$ cat config.mk
export PLATFORM = sky130hd
export DESIGN_NAME = gat_load_bridge_flat
export DESIGN_NICKNAME = d
export VERILOG_FILES = /design/src/rtl/gat_load_pkg.sv /design/src/rtl/gat_load_bridge_if.sv /design/src/rtl/gat_load_chan_cnt.sv /design/src/rtl/gat_load_bridge.sv /design/src/flat_wrapper.sv
export SDC_FILE = /design/constraint.sdc
export NUM_CORES = 1
export LEC_CHECK = 0
export BUFFER_PORTS_ARGS = -buffer_cell sky130_fd_sc_hd__buf_4
export CAP_MARGIN = 20
export CORE_ASPECT_RATIO = 0.8
export CORE_MARGIN = 2
export CORE_UTILIZATION = 57
export CTS_BUF_LIST = sky130_fd_sc_hd__clkbuf_8
export CTS_CLUSTER_SIZE = 30
export DETAILED_ROUTE_END_ITERATION = 10
export HOLD_SLACK_MARGIN = 0.12
export PLACE_DENSITY = 0.82
export SETUP_SLACK_MARGIN = 0.02
export SLEW_MARGIN = 0
export SYNTH_ARGS = -nofsm -noshare
export SYNTH_HDL_FRONTEND = slang
export SYNTH_SLANG_ARGS = --single-unit
$ cat constraint.sdc
create_clock -name clk -period 6.8 [get_ports clk]
set_input_delay 1.36 -clock clk [delete_from_list [all_inputs] [get_ports clk]]
set_output_delay 1.36 -clock clk [all_outputs]
set_load 0.05 [all_outputs]
$ cat src/rtl/gat_load_pkg.sv
// Shared constants for the GAT BRAM load bridge: default parameters and FSM state codes.
package gat_load_pkg;

    localparam int DEF_TOP_WIDTH = 32;
    localparam int DEF_NUM_CH    = 3;
    localparam int DEF_DATA_W    = 20;
    localparam int DEF_DEPTH     = 242101;

    // Load sequencer states
    localparam logic [1:0] ST_IDLE = 2'd0;
    localparam logic [1:0] ST_LOAD = 2'd1;
    localparam logic [1:0] ST_DONE = 2'd2;

    // Channel-select width; a single channel still gets one select bit
    function automatic int ch_width(input int n);
        return (n > 1) ? $clog2(n) : 1;
    endfunction

endpackage

$ cat src/rtl/gat_load_bridge_if.sv
// Host write port and BRAM write port of the load bridge, bundled as one interface.
interface gat_load_bridge_if
    import gat_load_pkg::*;
#(
    parameter int TOP_WIDTH = DEF_TOP_WIDTH,
    parameter int NUM_CH    = DEF_NUM_CH,
    parameter int DATA_W    = DEF_DATA_W,
    parameter int DEPTH     = DEF_DEPTH
);
    localparam int ADDR_W = $clog2(DEPTH);
    localparam int CH_W   = ch_width(NUM_CH);

    logic [CH_W-1:0]      host_ch;
    logic                 host_ena;
    logic                 host_wea;
    logic [ADDR_W+1:0]    host_addra;
    logic [TOP_WIDTH-1:0] host_din;

    logic [NUM_CH-1:0]    bram_ena;
    logic [NUM_CH-1:0]    bram_wea;
    logic [ADDR_W-1:0]    bram_addra;
    logic [DATA_W-1:0]    bram_din;

    modport master (
        output host_ch, host_ena, host_wea, host_addra, host_din,
        input  bram_ena, bram_wea, bram_addra, bram_din
    );

    modport slave (
        input  host_ch, host_ena, host_wea, host_addra, host_din,
        output bram_ena, bram_wea, bram_addra, bram_din
    );

endinterface

$ cat src/rtl/gat_load_chan_cnt.sv
// Per-channel word counter: latches the expected count on clear, counts accepted
// writes and raises a sticky load_done once the count reaches the expectation.
module gat_load_chan_cnt #(
    parameter int CNT_W = 19
) (
    input  logic             clk,
    input  logic             rst,
    input  logic             clr,
    input  logic             active,
    input  logic             inc,
    input  logic [CNT_W-1:0] exp_cnt,
    output logic             load_done
);

    logic [CNT_W-1:0] cnt;
    logic [CNT_W-1:0] exp_q;

    // Counter, expected-count latch and done flag (done trails the count by one cycle)
    always_ff @(posedge clk or posedge rst) begin
        if (rst) begin
            cnt       <= '0;
            exp_q     <= '0;
            load_done <= 1'b0;
        end else if (clr) begin
            cnt       <= '0;
            exp_q     <= exp_cnt;
            load_done <= 1'b0;
        end else begin
            if (inc) begin
                cnt <= cnt + CNT_W'(1);
            end
            if (active && (cnt >= exp_q)) begin
                load_done <= 1'b1;
            end
        end
    end

endmodule

$ cat src/rtl/gat_load_bridge.sv
// Routes host byte-addressed writes to one of NUM_CH BRAM load channels, checks
// alignment/range/overflow, and tracks per-channel completion of a load pass.
module gat_load_bridge
    import gat_load_pkg::*;
#(
    parameter int TOP_WIDTH = DEF_TOP_WIDTH,
    parameter int NUM_CH    = DEF_NUM_CH,
    parameter int DATA_W    = DEF_DATA_W,
    parameter int DEPTH     = DEF_DEPTH,
    parameter int CNT_W     = $clog2(DEPTH) + 1
) (
    input  logic                    clk,
    input  logic                    rst,
    input  logic                    load_start,
    input  logic [NUM_CH*CNT_W-1:0] exp_cnt,
    gat_load_bridge_if.slave        bus,
    output logic [NUM_CH-1:0]       load_done,
    output logic                    all_done,
    output logic                    busy,
    output logic                    err_align,
    output logic                    err_range,
    output logic                    err_ovf
);

    localparam int ADDR_W = $clog2(DEPTH);
    localparam int CH_W   = ch_width(NUM_CH);
    localparam int CH_N   = 1 << CH_W;
    localparam logic [ADDR_W:0] DEPTH_V  = (ADDR_W + 1)'(DEPTH);
    localparam logic [CH_W:0]   NUM_CH_V = (CH_W + 1)'(NUM_CH);

    logic [1:0]        state;
    logic              in_load;
    logic              wr_req;
    logic              aligned;
    logic              ch_ok;
    logic              addr_ok;
    logic              ovf;
    logic              accept;
    logic [ADDR_W-1:0] word;
    logic [CH_N-1:0]   done_ext;
    logic [NUM_CH-1:0] inc;

    assign in_load  = (state == ST_LOAD);
    assign busy     = in_load;
    assign all_done = (state == ST_DONE);
    // Zero-extended so an out-of-range channel select never indexes past the vector
    assign done_ext = CH_N'(load_done);

    // Write qualification; load_start wins over a same-cycle write
    always_comb begin
        wr_req  = bus.host_ena && bus.host_wea && in_load && !load_start;
        aligned = (bus.host_addra[1:0] == 2'b00);
        word    = bus.host_addra[ADDR_W+1:2];
        ch_ok   = ({1'b0, bus.host_ch} < NUM_CH_V);
        addr_ok = ({1'b0, word} < DEPTH_V);
        ovf     = ch_ok && done_ext[bus.host_ch];
        accept  = wr_req && aligned && ch_ok && addr_ok && !ovf;
        inc     = '0;
        if (accept) begin
            inc = NUM_CH'(1) << bus.host_ch;
        end
    end

    // Load sequencer: any load_start (re)enters LOAD; all channels done moves to DONE
    always_ff @(posedge clk or posedge rst) begin
        if (rst) begin
            state <= ST_IDLE;
        end else if (load_start) begin
            state <= ST_LOAD;
        end else if (in_load && (&load_done)) begin
            state <= ST_DONE;
        end
    end

    // Sticky error flags, cleared by a new load
    always_ff @(posedge clk or posedge rst) begin
        if (rst) begin
            err_align <= 1'b0;
            err_range <= 1'b0;
            err_ovf   <= 1'b0;
        end else if (load_start) begin
            err_align <= 1'b0;
            err_range <= 1'b0;
            err_ovf   <= 1'b0;
        end else if (wr_req) begin
            if (!aligned) err_align <= 1'b1;
            if (!ch_ok || !addr_ok) err_range <= 1'b1;
            if (ovf) err_ovf <= 1'b1;
        end
    end

    // BRAM port register: one-cycle strobe, address/data hold between writes
    always_ff @(posedge clk or posedge rst) begin
        if (rst) begin
            bus.bram_ena   <= '0;
            bus.bram_wea   <= '0;
            bus.bram_addra <= '0;
            bus.bram_din   <= '0;
        end else begin
            bus.bram_ena <= inc;
            bus.bram_wea <= inc;
            if (accept) begin
                bus.bram_addra <= word;
                bus.bram_din   <= bus.host_din[DATA_W-1:0];
            end
        end
    end

    for (genvar c = 0; c < NUM_CH; c++) begin : g_ch
        gat_load_chan_cnt #(
            .CNT_W(CNT_W)
        ) u_cnt (
            .clk      (clk),
            .rst      (rst),
            .clr      (load_start),
            .active   (in_load),
            .inc      (inc[c]),
            .exp_cnt  (exp_cnt[c*CNT_W +: CNT_W]),
            .load_done(load_done[c])
        );
    end

endmodule
$ cat src/flat_wrapper.sv
// flat-port wrapper written by rule: the top's interface ports become plain ports
module gat_load_bridge_flat import gat_load_pkg::*;
#(
    parameter int TOP_WIDTH = DEF_TOP_WIDTH,
    parameter int NUM_CH    = DEF_NUM_CH,
    parameter int DATA_W    = DEF_DATA_W,
    parameter int DEPTH     = DEF_DEPTH,
    parameter int CNT_W     = $clog2(DEPTH) + 1
)
  (clk, rst, load_start, exp_cnt, load_done, all_done, busy, err_align, err_range, err_ovf, bus_host_ch, bus_host_ena, bus_host_wea, bus_host_addra, bus_host_din, bus_bram_ena, bus_bram_wea, bus_bram_addra, bus_bram_din);
  gat_load_bridge_if #(.TOP_WIDTH(TOP_WIDTH), .NUM_CH(NUM_CH), .DATA_W(DATA_W), .DEPTH(DEPTH)) bus_i ();
  input  logic clk;
  input  logic rst;
  input  logic load_start;
  input  logic [NUM_CH*CNT_W-1:0] exp_cnt;
  output logic [NUM_CH-1:0] load_done;
  output logic all_done;
  output logic busy;
  output logic err_align;
  output logic err_range;
  output logic err_ovf;
  input wire logic [$bits(bus_i.host_ch)-1:0] bus_host_ch;
  input wire logic [$bits(bus_i.host_ena)-1:0] bus_host_ena;
  input wire logic [$bits(bus_i.host_wea)-1:0] bus_host_wea;
  input wire logic [$bits(bus_i.host_addra)-1:0] bus_host_addra;
  input wire logic [$bits(bus_i.host_din)-1:0] bus_host_din;
  output wire logic [$bits(bus_i.bram_ena)-1:0] bus_bram_ena;
  output wire logic [$bits(bus_i.bram_wea)-1:0] bus_bram_wea;
  output wire logic [$bits(bus_i.bram_addra)-1:0] bus_bram_addra;
  output wire logic [$bits(bus_i.bram_din)-1:0] bus_bram_din;
  assign bus_i.host_ch = bus_host_ch;
  assign bus_i.host_ena = bus_host_ena;
  assign bus_i.host_wea = bus_host_wea;
  assign bus_i.host_addra = bus_host_addra;
  assign bus_i.host_din = bus_host_din;
  assign bus_bram_ena = bus_i.bram_ena;
  assign bus_bram_wea = bus_i.bram_wea;
  assign bus_bram_addra = bus_i.bram_addra;
  assign bus_bram_din = bus_i.bram_din;
  gat_load_bridge #(.TOP_WIDTH(TOP_WIDTH), .NUM_CH(NUM_CH), .DATA_W(DATA_W), .DEPTH(DEPTH), .CNT_W(CNT_W)) u_core (.clk(clk), .rst(rst), .load_start(load_start), .exp_cnt(exp_cnt), .bus(bus_i), .load_done(load_done), .all_done(all_done), .busy(busy), .err_align(err_align), .err_range(err_range), .err_ovf(err_ovf));
endmodule
==> run_results.csv, run 1 <==
group,metric,value,unit
status,status,"finished clean",
detailed_routing,wl_per_cell,15.5,um
timing,clock-skew-final,0.00800,ns
timing,rsz0062_at_grt,"false",
synthesis,synthTopCellsByCount,"163 x dfrtp_1, 87 x nand2_1, 73 x o21ai_0",
timing,fmax,257,MHz
clock_network,post_cts_buffers,0,
power,swShare,0.317,
final_layout,seqCellArea,4080,um^2
synthesis,ys.flop_type,"dfrtp_1",
clock_network,htree_num_levels,4,
power,power_leakage,5.27,nW
worst_setup_path,reg2regPathDepth,7,
worst_setup_path,r2r_end,"u_core.g_ch[2].u_cnt.cnt[4]",
synthesis,async_flop_share,1.00,
hold_path,hold_class,"reg -> reg",
detailed_routing,wl_met1,8430,um
final_layout,syn2layout_area_growth,20.2,%
place,hpwl,13100,um
job,drv_cap,0,
hold_path,hold_depth,2,
clock_network,hold_buffers,0,
timing,slew_violations,0,
power,p_int,1.60,mW
power,p_comb_frac,0.221,
power,switching_power,741,uW
detailed_routing,wirelength,18100,um
synthesis,ys.warnings.count,0,
worst_setup_path,required,7.19,ns
synthesis,synth_cell_type_count,50,
timing,hold_viol_final,0,
synthesis,synth_top_area_share,0.484,
hold_path,hold_start,"u_core.err_range",
synthesis,synth_fp_nets,1004,
synthesis,syn_area_per_cell,10.2,um^2
worst_setup_path,critPathLaunchType,"input pin",
grt,antenna_found_initial,0,
timing,tightest_slew,1.09,ns
clock_network,cts_tree,"built",
place,portBuffers,155,
floorplan,coreArea,14300,um^2
grt,gr-usage-all-layers,0.241,
floorplan,initial_utilization,0.587,
final_layout,nets,1149,
floorplan,die_w,140,um
hold_path,holdPathEnd,"u_core.err_range",
worst_setup_path,critical_path.max_fanout,16,
detailed_routing,drt_iter0_drc,408,
worst_setup_path,crit_arrival,4.28,ns
final_layout,final_layout_size_suffix_gt1_frac,0.245,
timing,setup_tns,0,ns
power,pwr-share-seq,0.466,
synthesis,synth_area,8420,um^2
clock_network,cts.sink_count,163,
timing,post-route-min-period,3.89,ns
detailed_routing,antenna_left,0,
floorplan,die_h,113,um
grt,grt_pass1_wl,30900,um
timing,finalCritPeriodShare,0.571,
clock_network,clk_path_buf_depth,2,
clock_network,cts_made_buffers,17,
clock_network,clock_latency,0.46,ns
clock_network,cts_resized,0,
detailed_routing,drc,0,
worst_setup_path,critPathCaptureType,"register",
final_layout,final_cell_area,10100,um^2
grt,grt_max_degree,111,
detailed_routing,top_layer,"met4",
synthesis,synthTopCellsByArea,"dfrtp_1 48%, ha_1 8.9%, mux2_2 5.5%",
worst_setup_path,r2r_setup_slack,3.65,ns
power,ir_drop,0.249,mV
synthesis,syn_inst,828,
place,gp_congestion,0.806,
synthesis,synth_edf_count,0,
power,pwr-share-clk,0.314,
detailed_routing,dr_total_vias,6543,
grt,grt_pass1_vias,6374,
floorplan,ioPinCount,168,
floorplan,dieArea,15800,um^2
synthesis,synth_seq_cells,163,
detailed_routing,route.met3.wl,1040,um
place,placed_area,9700,um^2
detailed_routing,viasPerCell,5.59,
detailed_routing,dr.pass1.iters,5,
floorplan,floorplan.rows,39,
grt,grt-ovfl-total,0,
final_layout,multi_input_area,3940,um^2
final_layout,n_fill_cell,1126,
synthesis,synth_top_area_cell,"dfrtp_1",
synthesis,yosysSeqAreaShare,0.484,
timing,slew_headroom,0.270,
worst_setup_path,r2r_start,"u_core.state[0]",
clock_network,clock-root-buffer,"clkbuf_8",
final_layout,n_antenna_cell,0,
synthesis,yosysMostFrequentCell,"dfrtp_1",
worst_setup_path,path_class,"in -> reg",
detailed_routing,dr_wl_met2,8410,um
power,powerDensity,231,nW/um^2
timing,finalSetupViolations,0,
clock_network,clk_pin_slew,0.08,ns
==> how the worst max path moves through the flow <==
stage	start	slack, ns	endpoint
5_1_grt	bus_host_addra[16]	2.69	u_core.g_ch[2].u_cnt.cnt[4]
4_1_cts	bus_host_addra[16]	3.01	u_core.g_ch[2].u_cnt.cnt[4]
3_3_place_gp	bus_host_addra[16]	2.49	u_core.g_ch[2].u_cnt.cnt[4]
3_5_place_dp	bus_host_addra[16]	2.52	u_core.g_ch[2].u_cnt.cnt[4]
2_1_floorplan	rst	1.04	u_core.bus.bram_addra[0]
6_report	bus_host_addra[16]	2.91	u_core.g_ch[2].u_cnt.cnt[4]
==> cell families (layout without fill, tap and decap cells) <==
| kind of cell | count (synthesis) | in the layout | share of synthesized area |
|---|---|---|---|
| buffers and inverters | 100 | 258 | 0.0484 |
| flip-flops | 163 | 163 | 0.484 |
| AO/OA/AOI/OAI | 190 | 190 | 0.151 |
| XOR/XNOR | 14 | 14 | 0.0146 |
| multiplexers | 47 | 47 | 0.0619 |
| adder cells (fa/ha/maj) | 60 | 60 | 0.0891 |
| AND/OR/NAND/NOR | 254 | 254 | 0.151 |
==> cell type report <==
| cell class | count | share of cell area |
|---|---|---|
| clock buffer | 17 | 0.0231 |
| multi-input combinational | 565 | 0.389 |
| clock inverter | 15 | 0.0183 |
| timing repair buffer | 161 | 0.119 |
| sequential | 163 | 0.403 |
| tap | 184 | 0.0227 |
| inverter | 65 | 0.0246 |
==> routing by layer <==
metal / GRT usage / vias up
met5: 0 / -
li1: - / 3243
met1: 0.340 / 3120
met3: 0.0643 / 17
met2: 0.381 / 163
met4: 0.0520 / 0
==> state kept, by name, summed over array words and instances, names as in the netlist <==
name,cells
u_core.err_range,1
u_core.g_ch.u_cnt.cnt,57
u_core.g_ch.u_cnt.load_done,3
u_core.bus.bram_addra,18
u_core.err_align,1
u_core.state,2
u_core.bus.bram_din,20
u_core.g_ch.u_cnt.exp_q,57
u_core.bus.bram_ena,3
u_core.err_ovf,1
==> power by group through the flow <==
stage	clock network [mW]	registers [mW]	logic, mW
final	0.735	1.09	0.516
after floorplan	0	1.30	0.144
after global routing	0.795	1.10	0.555
after global placement	0	1.10	0.511
after detailed placement	0	1.11	0.521
after CTS	0.753	1.09	0.523
==> cells in the final DEF, fill, tap and decap left out, types with 8 or more instances in the layout <==
cell type,instances
o21ai_0,73
buf_4,161
a21o_1,23
nand3_1,33
ha_1,60
nand2_1,87
nor3b_1,11
nand4_1,14
clkbuf_8,17
nor2_1,31
inv_1,62
a211o_1,17
a221o_1,9
dfrtp_1,163
nor3_1,14
a21oi_1,30
xnor2_1,8
o2bb2ai_1,14
and3_1,32
mux2_2,41
==> critical path, cell delays in order <==
cell	delay [ns]
buf_4	0.11
a21oi_1	0.04
nand4b_1	0.38
o211ai_1	0.98
inv_2	0.32
nor2_1	0.80
a221o_1	0.27
==> stage by stage <==
stage	util	worst slack [ns]	cells	total power, mW	hold slack [ns]
2_1_floorplan	-	1.04	828	1.44	0.485
3_3_place_gp	0.676	2.49	1137	1.61	0.483
3_5_place_dp	0.676	2.52	1138	1.63	0.490
4_1_cts	0.706	3.01	1170	2.37	0.510
5_1_grt	0.706	2.69	1170	2.45	0.523
6_report	0.706	2.91	1170	2.34	0.506
Note: power is estimated with default switching activity, not from simulation.
==> inputs of run 2 (changes only) <==
Clock period 6.8 ns to 3.95 ns, I/O delays scaled along.
==> run_results.csv, run 2 (synthesis results as in run 1) <==
group,metric,value,unit
timing,setup_tns,0,ns
final_layout,fin_cells,1176,
final_layout,syn2layout_area_growth,20.9,%
worst_setup_path,reg2regPathDepth,7,
floorplan,floorplan.rows,39,
final_layout,final_layout_size_suffix_gt1_frac,0.250,
timing,clock-skew-final,0.0157,ns
detailed_routing,wirelength,18400,um
detailed_routing,wl_per_cell,15.7,um
detailed_routing,dr_total_vias,6572,
power,powerDensity,396,nW/um^2
clock_network,hold_buffers,0,
timing,tightest_slew,1.04,ns
place,hpwl,13400,um
worst_setup_path,crit_slowest_cell,"nor2_1",
final_layout,n_fill_cell,1105,
floorplan,coreArea,14300,um^2
worst_setup_path,cp_num_buf_inv,1,
floorplan,die_w,140,um
clock_network,cts_made_buffers,17,
worst_setup_path,r2r_end,"u_core.g_ch[0].u_cnt.cnt[3]",
worst_setup_path,cp_top_family,"simple AND/OR/NAND/NOR gates",
grt,antenna_found_initial,0,
power,pwr-share-clk,0.313,
timing,fmax,365,MHz
clock_network,post_cts_buffers,0,
timing,post-route-min-period,2.74,ns
worst_setup_path,crit_arrival,3.13,ns
hold_path,hold_class,"in -> async",
detailed_routing,dr.pass1.iters,4,
detailed_routing,viasPerCell,5.59,
grt,gr-usage-all-layers,0.241,
floorplan,initial_utilization,0.587,
final_layout,final_cell_area,10200,um^2
floorplan,dieArea,15800,um^2
power,power_leakage,5.30,nW
power,ir_drop,0.378,mV
worst_setup_path,path_class,"reg -> reg",
power,p_comb_frac,0.222,
final_layout,final_cell_mix,"165 x buf_4, 163 x dfrtp_1, 87 x nand2_1, 73 x o21ai_0, 62 x inv_1",
final_layout,nets,1155,
power,pwr-share-seq,0.465,
power,switching_power,1.30,mW
worst_setup_path,critical_path.max_fanout,14,
status,status,"finished clean",
worst_setup_path,critPathCaptureType,"register",
grt,grt-ovfl-total,0,
power,power.total,4.03,mW
grt,grt_pass1_vias,6446,
power,p_int,2.73,mW
detailed_routing,antenna_left,0,
place,placed_area,9770,um^2
clock_network,cts.sink_count,163,
worst_setup_path,crit_chain,"and2b_1 > and3_1 > and3b_1 > o211ai_2 > inv_2 > nor2_1 > a221o_1",
clock_network,clk_path_buf_depth,2,
clock_network,clock_latency,0.46,ns
timing,slew_headroom,0.304,
timing,hold_viol_final,0,
grt,grt_max_degree,89,
power,swShare,0.322,
final_layout,n_antenna_cell,0,
timing,finalCritPeriodShare,0.694,
clock_network,cts_resized,0,
place,dp_cells,1144,
clock_network,htree_num_levels,4,
timing,timing.hold.ws,0.487,ns
floorplan,die_h,113,um
grt,grt_pass1_wl,30900,um
worst_setup_path,r2r_start,"u_core.state[0]",
place,dp_slack,0.760,ns
worst_setup_path,required,4.34,ns
detailed_routing,drc,0,
place,portBuffers,155,
worst_setup_path,critPathLaunchType,"register",
final_layout,final_common_cell,"buf_4",
final_layout,top_regs,"u_core.g_ch.u_cnt.cnt: 57 flops, u_core.g_ch.u_cnt.exp_q: 57 flops, u_core.bus.bram_din: 20 flops",
floorplan,ioPinCount,168,
timing,finalSetupViolations,0,
clock_network,clock-root-buffer,"clkbuf_8",
timing,worst_slack,1.21,ns
clock_network,cts_tree,"built",
worst_setup_path,cpPeakStageDelay,0.76,ns
final_layout,fin_util,0.710,
place,gp_congestion,0.799,
timing,rsz0062_at_grt,"false",
timing,slew_violations,0,
worst_setup_path,r2r_setup_slack,1.21,ns
detailed_routing,drt_iter0_drc,386,
job,drv_cap,0,
clock_network,clk_pin_slew,0.10,ns
==> run 2: layout make-up <==
class                      instances  area [um^2]  share of cell area
clock buffer                      19          262              0.0257
clock inverter                    13          150              0.0147
inverter                          65          248              0.0243
multi-input combinational        565         3940               0.387
sequential                       163         4080               0.401
tap                              184          230              0.0226
timing repair buffer             167         1280               0.126
==> run 2: worst max-delay path by stage <==
stage                                  start                     endpoint  slack [ns]  cells past startpoint
after floorplan                          rst     u_core.bus.bram_addra[0]        1.09                      1
final                        u_core.state[0]  u_core.g_ch[0].u_cnt.cnt[3]        1.21                      7
after detailed placement   bus_host_addra[3]  u_core.g_ch[0].u_cnt.cnt[3]        0.76                      8
after global routing         u_core.state[0]  u_core.g_ch[0].u_cnt.cnt[3]        1.05                      7
after global placement    bus_host_addra[16]  u_core.g_ch[0].u_cnt.cnt[3]        0.72                      7
after CTS                    u_core.state[0]  u_core.g_ch[0].u_cnt.cnt[3]        1.23                      7
==> run 2: layer usage <==
| metal | wire length [um] | vias up | track usage |
|---|---|---|---|
| met5 | 0 | - | 0 |
| met4 | 292 | 0 | 0.0647 |
| met3 | 936 | 25 | 0.0592 |
| met2 | 8680 | 147 | 0.380 |
| met1 | 8530 | 3140 | 0.337 |
| li1 | - | 3260 | - |
==> run 2: worst reg2reg max path: cells and delay by family (launching register included) <==
family | cells | cell delay (ns)
simple gates | 4 | 1.55
compound gates | 2 | 0.51
flops | 1 | 0.41
buf+inv | 1 | 0.20
==> run 2: power by group through the flow <==
stage | sequential (mW) | clock [mW] | combinational, mW
final | 1.87 | 1.26 | 0.895
after global routing | 1.89 | 1.35 | 0.957
after CTS | 1.88 | 1.28 | 0.905
after detailed placement | 1.91 | 0 | 0.902
after global placement | 1.90 | 0 | 0.885
after floorplan | 2.23 | 0 | 0.248
